==> config.mk <==
export PLATFORM = sky130hd
export DESIGN_NAME = multicycle_control_fsm
export DESIGN_NICKNAME = d
export VERILOG_FILES = /design/src/rtl/multicycle_control_fsm.sv
export SDC_FILE = /design/constraint.sdc
export NUM_CORES = 1
export LEC_CHECK = 0
export BUFFER_PORTS_ARGS = -buffer_cell sky130_fd_sc_hd__buf_2
export CAP_MARGIN = 20
export CORE_UTILIZATION = 50
export DETAILED_ROUTE_END_ITERATION = 16
export PLACE_DENSITY = 0.85
export SLEW_MARGIN = 20
export SYNTH_ARGS = -nofsm -noshare
export SYNTH_HDL_FRONTEND = slang
export SYNTH_SLANG_ARGS = --single-unit
==> constraint.sdc <==
create_clock -name clk -period 5.03 [get_ports clk]
set_clock_uncertainty 0.1 [all_clocks]
set_input_delay 1.006 -clock clk [delete_from_list [all_inputs] [get_ports clk]]
set_output_delay 1.006 -clock clk [all_outputs]
set_load 0.1 [all_outputs]
==> src/rtl/multicycle_control_fsm.sv <==
// Main control FSM of the multi-cycle MIPS core: sequences fetch/decode/execute/
// memory/write-back, drives all datapath selects and counts retired instructions.
module multicycle_control_fsm (
  input  logic        clk,
  input  logic        reset,
  input  logic [5:0]  opcode,
  input  logic        zero,
  input  logic        mem_ready,
  output logic        pc_en,
  output logic        ior_d,
  output logic        mem_read,
  output logic        mem_write,
  output logic        ir_write,
  output logic        mem_to_reg,
  output logic        reg_dst,
  output logic        reg_write,
  output logic        alu_src_a,
  output logic [1:0]  alu_src_b,
  output logic [1:0]  alu_op,
  output logic [1:0]  pc_source,
  output logic        illegal_op,
  output logic [31:0] instr_count
);

  localparam logic [5:0] OP_R    = 6'b000000;
  localparam logic [5:0] OP_LW   = 6'b100011;
  localparam logic [5:0] OP_SW   = 6'b101011;
  localparam logic [5:0] OP_BEQ  = 6'b000100;
  localparam logic [5:0] OP_BNE  = 6'b000101;
  localparam logic [5:0] OP_ADDI = 6'b001000;
  localparam logic [5:0] OP_J    = 6'b000010;

  typedef enum logic [3:0] {
    S_IDLE   = 4'd0,
    S_FETCH  = 4'd1,
    S_DECODE = 4'd2,
    S_MEMADR = 4'd3,
    S_MEMRD  = 4'd4,
    S_MEMWB  = 4'd5,
    S_MEMWR  = 4'd6,
    S_EXEC   = 4'd7,
    S_ALUWB  = 4'd8,
    S_BRANCH = 4'd9,
    S_ADDI   = 4'd10,
    S_ADDIWB = 4'd11,
    S_JUMP   = 4'd12
  } state_e;

  // Moore part of the outputs plus state flags for the mem_ready/zero/opcode-qualified ones.
  typedef struct packed {
    logic       ior_d;
    logic       mem_read;
    logic       mem_write;
    logic       mem_to_reg;
    logic       reg_dst;
    logic       reg_write;
    logic       alu_src_a;
    logic [1:0] alu_src_b;
    logic [1:0] alu_op;
    logic [1:0] pc_source;
    logic       in_fetch;
    logic       in_decode;
    logic       in_branch;
    logic       in_jump;
  } ctrl_t;

  state_e      state_q, state_d;
  logic [31:0] count_q, count_d;
  ctrl_t       ctrl_q, ctrl_d;
  logic        retire;

  function automatic logic op_legal(input logic [5:0] op);
    case (op)
      OP_R, OP_LW, OP_SW, OP_BEQ, OP_BNE, OP_ADDI, OP_J: return 1'b1;
      default:                                           return 1'b0;
    endcase
  endfunction

  function automatic ctrl_t decode_state(input state_e s);
    ctrl_t c;
    c = '0;
    case (s)
      S_FETCH: begin
        c.mem_read  = 1'b1;
        c.alu_src_b = 2'b01;
        c.in_fetch  = 1'b1;
      end
      S_DECODE: begin
        c.alu_src_b = 2'b11;
        c.in_decode = 1'b1;
      end
      S_MEMADR, S_ADDI: begin
        c.alu_src_a = 1'b1;
        c.alu_src_b = 2'b10;
      end
      S_MEMRD: begin
        c.mem_read = 1'b1;
        c.ior_d    = 1'b1;
      end
      S_MEMWB: begin
        c.mem_to_reg = 1'b1;
        c.reg_write  = 1'b1;
      end
      S_MEMWR: begin
        c.mem_write = 1'b1;
        c.ior_d     = 1'b1;
      end
      S_EXEC: begin
        c.alu_src_a = 1'b1;
        c.alu_op    = 2'b10;
      end
      S_ALUWB: begin
        c.reg_dst   = 1'b1;
        c.reg_write = 1'b1;
      end
      S_BRANCH: begin
        c.alu_src_a = 1'b1;
        c.alu_op    = 2'b01;
        c.pc_source = 2'b01;
        c.in_branch = 1'b1;
      end
      S_ADDIWB: c.reg_write = 1'b1;
      S_JUMP: begin
        c.pc_source = 2'b10;
        c.in_jump   = 1'b1;
      end
      default: c = '0;
    endcase
    return c;
  endfunction

  always_comb begin
    state_d = S_FETCH;
    retire  = 1'b0;
    case (state_q)
      S_IDLE:   state_d = S_FETCH;
      S_FETCH:  state_d = mem_ready ? S_DECODE : S_FETCH;
      S_DECODE: begin
        case (opcode)
          OP_LW, OP_SW:   state_d = S_MEMADR;
          OP_R:           state_d = S_EXEC;
          OP_BEQ, OP_BNE: state_d = S_BRANCH;
          OP_ADDI:        state_d = S_ADDI;
          OP_J:           state_d = S_JUMP;
          default:        state_d = S_FETCH;
        endcase
      end
      S_MEMADR: state_d = (opcode == OP_LW) ? S_MEMRD : S_MEMWR;
      S_MEMRD:  state_d = mem_ready ? S_MEMWB : S_MEMRD;
      S_MEMWR: begin
        state_d = mem_ready ? S_FETCH : S_MEMWR;
        retire  = mem_ready;
      end
      S_EXEC:   state_d = S_ALUWB;
      S_ADDI:   state_d = S_ADDIWB;
      S_MEMWB, S_ALUWB, S_ADDIWB, S_BRANCH, S_JUMP: begin
        state_d = S_FETCH;
        retire  = 1'b1;
      end
      default:  state_d = S_FETCH;
    endcase
    count_d = count_q + 32'(retire);
    // Outputs are registered from the next state so they always equal the decode of state_q.
    ctrl_d  = decode_state(state_d);
  end

  always_ff @(posedge clk or posedge reset) begin
    if (reset) begin
      state_q <= S_IDLE;
      count_q <= '0;
      ctrl_q  <= '0;
    end else begin
      state_q <= state_d;
      count_q <= count_d;
      ctrl_q  <= ctrl_d;
    end
  end

  assign ior_d       = ctrl_q.ior_d;
  assign mem_read    = ctrl_q.mem_read;
  assign mem_write   = ctrl_q.mem_write;
  assign mem_to_reg  = ctrl_q.mem_to_reg;
  assign reg_dst     = ctrl_q.reg_dst;
  assign reg_write   = ctrl_q.reg_write;
  assign alu_src_a   = ctrl_q.alu_src_a;
  assign alu_src_b   = ctrl_q.alu_src_b;
  assign alu_op      = ctrl_q.alu_op;
  assign pc_source   = ctrl_q.pc_source;
  assign ir_write    = ctrl_q.in_fetch & mem_ready;
  assign illegal_op  = ctrl_q.in_decode & ~op_legal(opcode);
  assign instr_count = count_q;

  // bne inverts the sense of the zero flag for the conditional PC load.
  assign pc_en = (ctrl_q.in_fetch & mem_ready) | ctrl_q.in_jump
               | (ctrl_q.in_branch & (zero ^ (opcode == OP_BNE)));

endmodule

==> Word level (Yosys, flattened, before mapping) <==
Cells that the tools add are included.
{ "op_classes": {"reduce_logical": 10, "mul": 0, "n_bitwise": 7, "n_eq_ne": 30, "mux": 22, "div": 0, "n_shift": 0, "add_sub_neg": 1, "magnitude_cmp": 0} }
{ "op_table": {"columns": ["operator", "n"], "rows": [
  ["equality test 4 bit, second input constant", 10],
  ["adder 32 x 1 -> 32 bit", 1],
  ["equality test 4 x 3 -> 1 bit, second input constant", 8],
  ["case mux 4 bit (7 select lines)", 1],
  ["case mux 4 bit (5 select lines)", 1],
  ["equality test 4 x 2 -> 1 bit, second input constant", 4],
  ["2-to-1 mux 1 bit", 13],
  ["equality test 6 x 3 -> 1 bit, second input constant", 2],
  ["equality test 6 bit, second input constant", 2],
  ["OR reduction 2 bit", 5],
  ["equality test 4 x 1 -> 1 bit, second input constant", 2],
  ["case mux 2 bit (2 select lines)", 2],
  ["OR reduction 7 bit", 1],
  ["equality test 6 x 2 -> 1 bit, second input constant", 1],
  ["equality test 6 x 4 -> 1 bit, second input constant", 1],
  ["logical NOT 6 bit", 1],
  ["case mux 2 bit (3 select lines)", 1],
  ["OR reduction 5 bit", 1],
  ["2-to-1 mux 2 bit", 2],
  ["OR reduction 4 bit", 1],
  ["bitwise AND 1 bit", 3],
  ["2-to-1 mux 3 bit", 1],
  ["OR reduction 3 bit", 1],
  ["bitwise OR 1 bit", 2],
  ["3 further kinds", 3]
]} }
{ "word_totals": {"romBits": 0, "output_inout_bits": 48, "memories": 0, "ramBits": 0, "in_bits": 10, "regBits": 53, "word_cells": 86, "latchBits": 0} }

==> Longest topological paths before layout <==
Gate-level depths: netlist (run 1).
{ "depth": {"word_depth": 7, "depth_mapped": 11, "depth_no_buf": 10} }

==> Worst setup path after synthesis (run 1) <==
OpenSTA, ideal clock, no wires.
{ "synth_timing": {"path_kind": "in2out", "start": "input port mem_ready", "end": "output port pc_en", "slack_ns": 1.402, "path_stages": 2, "t_required_ns": 3.924, "arrival_ns": 2.522, "n_path_buf": 0, "cell_sequence": "and2_1 -> a211o_1"} }
{ "synth_via": {"elab_chain_len": 3} }
{ "synth_rtl": {"columns": ["element", "line", "text"], "rows": [
  ["start, declared", "8", "input logic mem_ready,"],
  ["bitwise AND 1 bit", "194", "assign pc_en = (ctrl_q.in_fetch & mem_ready) | ctrl_q.in_jump"],
  ["bitwise OR 1 bit", "194", null],
  ["bitwise OR 1 bit", "195", "| (ctrl_q.in_branch & (zero ^ (opcode == OP_BNE)));"],
  ["end, declared", "9", "output logic pc_en,"]
]} }
Every way passes these cells.

==> Final worst setup path (run 1) <==
{ "layout_timing": {"start": "input port opcode[3]", "end": "output port pc_en"} }
{ "layout_via": {"elab_chain_len": 4} }
{ "layout_rtl": {"columns": ["element", "line", "text"], "rows": [
  ["start, declared", "6", "input logic [5:0] opcode,"],
  ["equality test 6 x 3 -> 1 bit", "195", null],
  ["bitwise XOR 1 bit", "195", null],
  ["bitwise AND 1 bit", "195", null],
  ["bitwise OR 1 bit", "195", null]
]} }
Every way passes these cells.

==> results of run 1 <==
## synth_stat cells (2+ instances only)
cell type	instances	area share
sky130_fd_sc_hd__nand3b_1	2	0.0060
sky130_fd_sc_hd__o21a_1	3	0.0091
sky130_fd_sc_hd__o22ai_1	2	0.0050
sky130_fd_sc_hd__xor2_1	14	0.049
sky130_fd_sc_hd__buf_2	6	0.012
sky130_fd_sc_hd__nor2b_1	8	0.020
sky130_fd_sc_hd__buf_4	7	0.021
sky130_fd_sc_hd__nand4_1	8	0.020
sky130_fd_sc_hd__nand4b_1	3	0.011
sky130_fd_sc_hd__nor4b_1	2	0.0071
sky130_fd_sc_hd__and2_1	2	0.0050
sky130_fd_sc_hd__nor2_1	15	0.023
sky130_fd_sc_hd__nand3_1	9	0.018
sky130_fd_sc_hd__nor4_1	2	0.0050
sky130_fd_sc_hd__and3_1	8	0.020
sky130_fd_sc_hd__ha_1	2	0.010
sky130_fd_sc_hd__nand2_1	19	0.029
sky130_fd_sc_hd__xnor2_1	20	0.071
sky130_fd_sc_hd__inv_1	8	0.012
sky130_fd_sc_hd__nand2b_1	4	0.010
sky130_fd_sc_hd__o21ai_1	2	0.0040
sky130_fd_sc_hd__nor3_1	3	0.0060
sky130_fd_sc_hd__o211ai_1	3	0.0091
sky130_fd_sc_hd__a211o_1	2	0.0071
sky130_fd_sc_hd__dfrtp_1	51	0.51
## cell type report
cell class | instances | share of cell area
Clock inverter | 1 | 0.00261
Inverter | 8 | 0.0109
Timing Repair Buffer | 57 | 0.0993
Tap cell | 67 | 0.0292
Sequential cell | 51 | 0.444
Multi-Input combinational cell | 157 | 0.380
Clock buffer | 7 | 0.0335
## routing by layer
| metal | part of all wire | global-route usage | wire length [um] |
|---|---|---|---|
| met1 | 0.45 | 0.240 | 2040 |
| met2 | 0.50 | 0.302 | 2250 |
| met3 | 0.048 | 0.0389 | 218 |
| met4 | 0.0051 | 0.0523 | 23 |
| met5 | 0 | 0 | 0 |
## worst max-delay path, stage by stage
cell,delay [ps]
sky130_fd_sc_hd__buf_2,140
sky130_fd_sc_hd__nor4b_1,310
sky130_fd_sc_hd__nand2_1,100
sky130_fd_sc_hd__xnor2_1,130
sky130_fd_sc_hd__a211o_1,290
sky130_fd_sc_hd__buf_2,290
## cells by family (layout without fill, tap and decap cells)
| kind of cell | Yosys count | after routing |
|---|---|---|
| buffers and inverters | 21 | 73 |
| flip-flops | 51 | 51 |
| AND/OR/NAND/NOR | 97 | 97 |
| AO/OA/AOI/OAI | 23 | 23 |
| adder cells (fa/ha/maj) | 2 | 2 |
| XOR/XNOR | 34 | 34 |
| multiplexers | 1 | 1 |
## power breakdown
part	internal, mW	switching (mW)
clock network	0.125	0.129
registers	0.479	0.0712
logic	0.155	0.587
total	0.759	0.787
## final timing paths
kind | startpoint | to | slack, ps | depth (start not counted)
hold / removal | instr_count[31]$_DFF_PP0_ | instr_count[31]$_DFF_PP0_ | 370 | 1
max in group asynchronous | reset | instr_count[8]$_DFF_PP0_ | 3590 | 2
min in group asynchronous | reset | instr_count[24]$_DFF_PP0_ | 740 | 2
hold reg to reg | instr_count[31]$_DFF_PP0_ | instr_count[31]$_DFF_PP0_ | 370 | 1
setup / recovery | opcode[3] | pc_en | 1660 | 6
setup reg to reg | state_q[3]$_DFF_PP0_ | instr_count[24]$_DFF_PP0_ | 2100 | 10
## through the flow
| stage | util | power, mW |
|---|---|---|
| 2_1_floorplan | - | 1.21 |
| 3_3_place_gp | 0.582 | 1.29 |
| 3_5_place_dp | 0.582 | 1.30 |
| 4_1_cts | 0.604 | 1.56 |
| 5_1_grt | 0.604 | 1.63 |
| 6_report | 0.604 | 1.55 |
==> impl.org, run 1 <==
** GRT
- After global routing the overflow that remains totals 0.
- The initial antenna violation count was 0.
- The first global-routing pass estimated between 7 and 8 mm of wire.
- Entering global routing, the biggest net connects 52 pins.
- GR Util All Layers :: 0.182
- The via count of the first global-routing pass is 1617.

** Detailed routing
- Number of nets with antenna violations after routing :: 0
- In the routed design, unresolved DRC markers number 0.
- Total via count after detailed routing :: 1816
- WL per Instance :: 13.0 um
- Via density per instance :: 5.22
- Detailed router's first-iteration violation count :: 86
- Final Routed Wirelength :: 4.54 mm
- The first detailed-routing pass took 4 iterations.

** Layout
- The count of cells in the finished layout, fillers not included, comes to 348.
- In the final layout, flip-flops and latches occupy roughly 1300 um^2.
- Area growth from synthesis to layout :: 15.8%
- Leaving out fill and tap cells, the most frequent cell in the layout is sky130_fd_sc_hd__buf_2.
- Counting the fill cells in the layout gives 418.
- Layout cells sized above 1 :: 0.267
- Layout net count :: 292
- Summing all multi-input logic gate instances after layout gives between 1000 and 1500 um^2.
- Final antenna diode count :: 0
- Final Instance Area :: 2870 um^2
- The register with the most flip-flops in the layout has 32 of them.
- Leaving out fill and tap cells, the most frequent cells in the layout are sky130_fd_sc_hd__buf_2 (57), sky130_fd_sc_hd__dfrtp_1 (51), sky130_fd_sc_hd__xnor2_1 (20).

** Floorplanning
- Pin placement for this block handled 58 I/O pins.
- Core outline area :: 4750 um^2
- Starting density of the core :: 0.522
- Die Span X :: approximately 72 um
- Die extent in y :: 72.5 um
- The floorplan has 25 rows.
- The floorplan step defined a die boundary enclosing 5250 um^2.

** Placement
- Input and output buffers added on the ports amount to 57.
- At the placement stage, the worst setup path has a slack of 1660 ps.
- Routability-driven placement finished with a final weighted congestion of 0.793.
- Placed cells :: 340
- Estimated wirelength of the detail-placed design :: 3.25 mm
- Once placement finished, the instance area stood at 2770 um^2.

** Clock tree
- Gates resized, CTS repair :: 0
- Root buffer cell :: sky130_fd_sc_hd__clkbuf_8
- The clock tree synthesis step divided the H-tree into 2 levels.
- The clock passes through at most 2 buffers.
- The clock reaches the later pin of the worst-skew pair after 300 ps.
- CTS sink count :: 51
- The number of clock buffers added by TritonCTS is 5.
- CTS tree :: built
- Number of setup buffers added after CTS :: 0
- After clock tree synthesis, the clock-pin slew on the worst setup and hold paths is ~90 ps.
- The number of hold buffers added after CTS was 0.

** Synth
- Most frequently used flop master after synthesis :: sky130_fd_sc_hd__dfrtp_1
- In this run the cell area of the synthesized design comes to 2480 um^2.
- Synth async-reset ratio :: 1.00
- Register bit count reported by yosys :: ~50
- Yosys synthesis warning count :: 0
- After synthesis, the largest family of logic cells by area is simple AND/OR/NAND/NOR gates.
- After synthesis, the netlist uses 49 different library cells.
- A synthesized cell averages around 11 um^2.
- For this run, the register share of the synthesized area comes to 0.514.
- Of the total synthesized cell area, the portion taken by AND, OR, NAND and NOR gates is 0.236.
- Of the total synthesized cell area, the portion taken by XOR and XNOR cells is 0.120.
- Arithmetic-cell share of the synthesized area counting full adders, half adders and majority gates :: 0.0101
- Compound-Gate Fraction of Synth Area :: 0.0701
- Synthesis produced a netlist whose cell count is 229.
- Number of enable flip-flop cells after synthesis :: 0
- Number of nets in the synthesized netlist :: about 240
- Mux share of post-synthesis cell area :: 0.00403

** Worst setup path
- Required time at the endpoint of the critical path :: 3920 ps
- The setup path with the least slack is of type input port to output port.
- Startpoint class of the critical path :: input port
- Nature of the critical path endpoint :: output port
- Critical path arrival :: between 2000 and 2500 ps
- Worst Path Max Fanout :: 7

** STA
- Count of endpoints failing setup in the final report :: 0
- Hold timing on the final database bottoms out at a slack of between 300 and 400 ps.
- Once routing completed, OpenROAD measured the worst setup slack at 1660 ps.
- At the pin with the least slew margin, the transition time is roughly 840 ps.
- Final-layout setup total negative slack :: 0 ps
- The final-report max-slew violation count came to 0.
- Setup repair after global routing missed its margin :: false
- Worst slew margin relative to its limit :: 0.436
- The smallest clock period supported by the final layout is computed as 3370 ps.
- Upper clock frequency limit :: 297 MHz
- Number of failing hold endpoints at the final stage :: 0
- Of the available clock period, the critical path in the final layout requires 0.669.

** Power and ir drop
- Largest vdd supply drop :: ~0.33 mV
- Leak :: 1.49 nW
- Pwr/cell area :: 538 nW/um^2

** Min path
- The tightest min-delay check is of the flop to flop type.

** Outcome
- The run finished with clean final reports.

** Job
- Number of max-capacitance violations reported :: 0
Power figures use the tool's default switching activity.
==> inputs of run 2 (changes only) <==
- clock period: 5.03 -> 3.2 ns (I/O delays scaled with it)
==> run 2 against run 1 <==
  * Non-clock buffer count rose by 1
  * Largest cell class unchanged
  * Cell count did not move
  * Highest routed layer unchanged
  * Sequential share of layout area down 0.077 points
  * Via count is 1.5% higher
  * Final area is 0.17% higher
==> impl.org, run 2 (same netlist as run 1, synthesis figures left out) <==
** Power and ir drop
- Largest vdd supply drop :: 0.728 mV (+120%)
- The power density normalized to cell area came to 855 nW/um^2 (+59%).
- Leak :: 1.50 nW (+0.40%)

** GRT
- The via count of the first global-routing pass is 1714 (+6.0%).
- The first-pass GRT wire length was 7.71 mm (+4.0%).
- GR Util All Layers :: 0.192 (+0.0103)
- Number of antenna violations at the first check in global routing :: 0 (unchanged)
- The sum of overflow across all layers after global routing came to 0 (unchanged).
- Maximum number of pins on one net before global-route repair :: 36 (-31%)

** Clock tree
- Root buffer cell :: sky130_fd_sc_hd__clkbuf_8
- H-tree lvl count :: 2 (unchanged)
- The total clock buffers created by CTS is 5 (unchanged).
- Clock-pin slew reported for the worst setup and hold paths after clock tree synthesis :: 90 ps (about the same)
- The count of instances resized after the clock tree is built came to 0 (unchanged).
- The clock net sink count was 51 (unchanged).
- Number of setup buffers added after CTS :: 0 (unchanged)
- The insertion delay of the later-clocked pin in the worst-skew pair is 300 ps (about the same).
- TritonCTS built the clock tree.
- The buffer depth of the longest clock path was 2 (unchanged).
- The number of hold buffers added after CTS was 0 (unchanged).

** STA
- In the finished design, the share of the clock period the worst path needs comes to 0.883.
- Setup repair after global routing left no endpoint under its margin.
- The final-report max-slew violation count was 0 (unchanged).
- Worst Slack Setup Final :: 376 ps (-1290 ps)
- Number of failing hold endpoints at the final stage :: 0 (unchanged)
- The setup total negative slack was 0 ps (unchanged).
- Fin crit period :: ~2800 ps
- Count of endpoints failing setup in the final report :: 0 (unchanged)
- Upper clock frequency limit :: 354 MHz
- The worst slew margin relative to its limit is 0.669 (+0.233).
- Slew of the pin with the lowest slew margin :: 500 ps (-344 ps)

** Worst setup path
- The maximum fanout encountered on the critical timing path is 7 (unchanged).
- Nature of the critical path endpoint :: flop
- Crit. Startpoint :: state_q[3]$_DFF_PP0_
- Traced cell by cell, the critical path runs through nand2b_1, o211ai_1, o21a_1, ha_1, ha_1, nand4_1, nor4_4, nand3_1, nor2_1, xor2_1.
- Slowest stage cell, crit path :: sky130_fd_sc_hd__dfrtp_1
- In this run the worst setup path terminates at instr_count[28]$_DFF_PP0_.
- The data required time of the worst path is 3320 ps (-600 ps).
- The worst reg-to-reg setup slack was 380 ps (-1720 ps).
- The worst path buffer plus inverter count was 0 (-2).
- The endpoint identified for the worst register-to-register timing path is instr_count[28]$_DFF_PP0_.
- Total stage count of the critical path :: 10 (+4)
- Source of the worst register-to-register timing path :: state_q[3]$_DFF_PP0_
- By instance count, the cell type seen most on the critical path is sky130_fd_sc_hd__ha_1.
- Worst r2r path cells :: 10 (unchanged)
- Startpoint class of the critical path :: flop
- The critical path's largest stage delay was 450 ps (+140 ps).
- The worst setup path is of the flop to flop kind.
- Critical path arrival :: 2950 ps (+690 ps)
- In this design, the largest share of critical-path delay is due to simple AND/OR/NAND/NOR gates.

** Layout
- Non-filler cells, final :: 348 (unchanged)
- Leaving out fill and tap cells, the most frequent cell in the layout is sky130_fd_sc_hd__buf_2.
- Relative to the synthesized area, the layout overhead comes to 16.0%.
- The number of filler instances in the final layout came to 425 (+1.7%).
- Final antenna diode count :: 0 (unchanged)
- Most frequent cells in the layout :: sky130_fd_sc_hd__buf_2 (57), sky130_fd_sc_hd__dfrtp_1 (51), sky130_fd_sc_hd__xnor2_1 (20)
- Layout net count :: 293 (+0.34%)
- The number of flip-flops under the largest register name was 32 (unchanged).
- The share of final-layout standard cells stronger than drive strength 1 came to 0.263 (-0.00356).

** Floorplanning
- The initial standard-cell utilization of the core is 0.522 (unchanged).
- The total die area came to 5250 um^2 (unchanged).
- I/O pin count :: 58 (unchanged)
- The floorplan row count came to 25 (unchanged).
- Die Span X :: 72.5 um (unchanged)
- Die extent in y :: 72.5 um (unchanged)
- The core area is 4750 um^2 (unchanged).

** Placement
- Pre-CTS WS :: 330 ps (-1330 ps)
- Count of input and output buffers :: 57 (unchanged)
- Placed cells :: 341 (+0.29%)
- The half-perimeter wire length of the detailed placement result was 3.31 mm (+1.7%).
- The routability congestion estimate from global placement was 0.799 (+0.78%).

** Detailed routing
- Via density per instance :: 5.30 (+1.5%)
- Final Routed Wirelength :: 4.55 mm (+0.40%)
- Number of search-and-repair iterations in the first detailed-routing pass :: 4 (unchanged)
- The detailed-route via count is 1843 (+1.5%).
- The wire length per cell came to 13.1 um (+0.40%).
- The count of routing violations after the opening detailed-route iteration was 81 (-5.8%).
- The post-detailed-route count of antenna-violating nets came to 0 (unchanged).
- Residual DRC count :: 0 (unchanged)

** Outcome
- Result of the run :: finished, final reports clean

** Min path
- Type of the tightest min-delay check :: input port to async pin

** Job
- Number of max-capacitance violations reported :: 0 (unchanged)
==> run 2: changes by cell type in the layout (fill, tap and decap cells not counted), sizes merged <==
cell	change
clkbuf	-1
bufinv	+1
clkinv	-1
clkinvlp	-1
buf	+1
inv	+1
==> run 2: how the worst min path moves through the flow <==
stage / startpoint / endpoint / slack (ps) / cells after the start
6_report: reset / state_q[1]$_DFF_PP0_ / 200 / 2
5_1_grt: reset / mem_read$_DFF_PP0_ / 210 / 2
4_1_cts: reset / state_q[1]$_DFF_PP0_ / 200 / 2
3_5_place_dp: instr_count[31]$_DFF_PP0_ / instr_count[31]$_DFF_PP0_ / 360 / 1
3_3_place_gp: instr_count[31]$_DFF_PP0_ / instr_count[31]$_DFF_PP0_ / 360 / 1
2_1_floorplan: state_q[1]$_DFF_PP0_ / mem_to_reg$_DFF_PP0_ / 470 / 2
==> run 2: layer usage <==
layer | vias up | routed length (um) | track usage
met1 | 895 | 2000 | 0.234
met4 | 0 | 74 | 0.0784
met3 | 9 | 188 | 0.0403
li1 | 889 | - | -
met5 | - | 0 | 0
met2 | 50 | 2290 | 0.331
==> run 2: report_power, final <==
part           switching (mW)  internal (mW)  leakage [nW]  total [mW]
sequential              0.107          0.753         0.683       0.860
clock                   0.201          0.229        0.0513       0.430
combinational           0.927          0.244         0.763        1.17
==> run 2: stage by stage <==
step / utilization / cell area, um^2 / hold slack [ps] / power (mW)
after floorplan: - / 2480 / 472 / 1.90
after global placement: 0.584 / 2780 / 357 / 2.03
after detailed placement: 0.584 / 2780 / 363 / 2.05
after CTS: 0.606 / 2880 / 197 / 2.48
after global routing: 0.606 / 2880 / 214 / 2.58
final: 0.606 / 2880 / 196 / 2.46
==> run 2: layout make-up <==
cell class                 instances  area [um^2]  area share
timing repair buffer              58          293       0.102
sequential                        51         1280       0.443
tap                               67         83.8      0.0291
clock buffer                       6         72.6      0.0252
multi-input combinational        157         1090       0.380
clock inverter                     1         30.0      0.0104
inverter                           8         30.0      0.0104
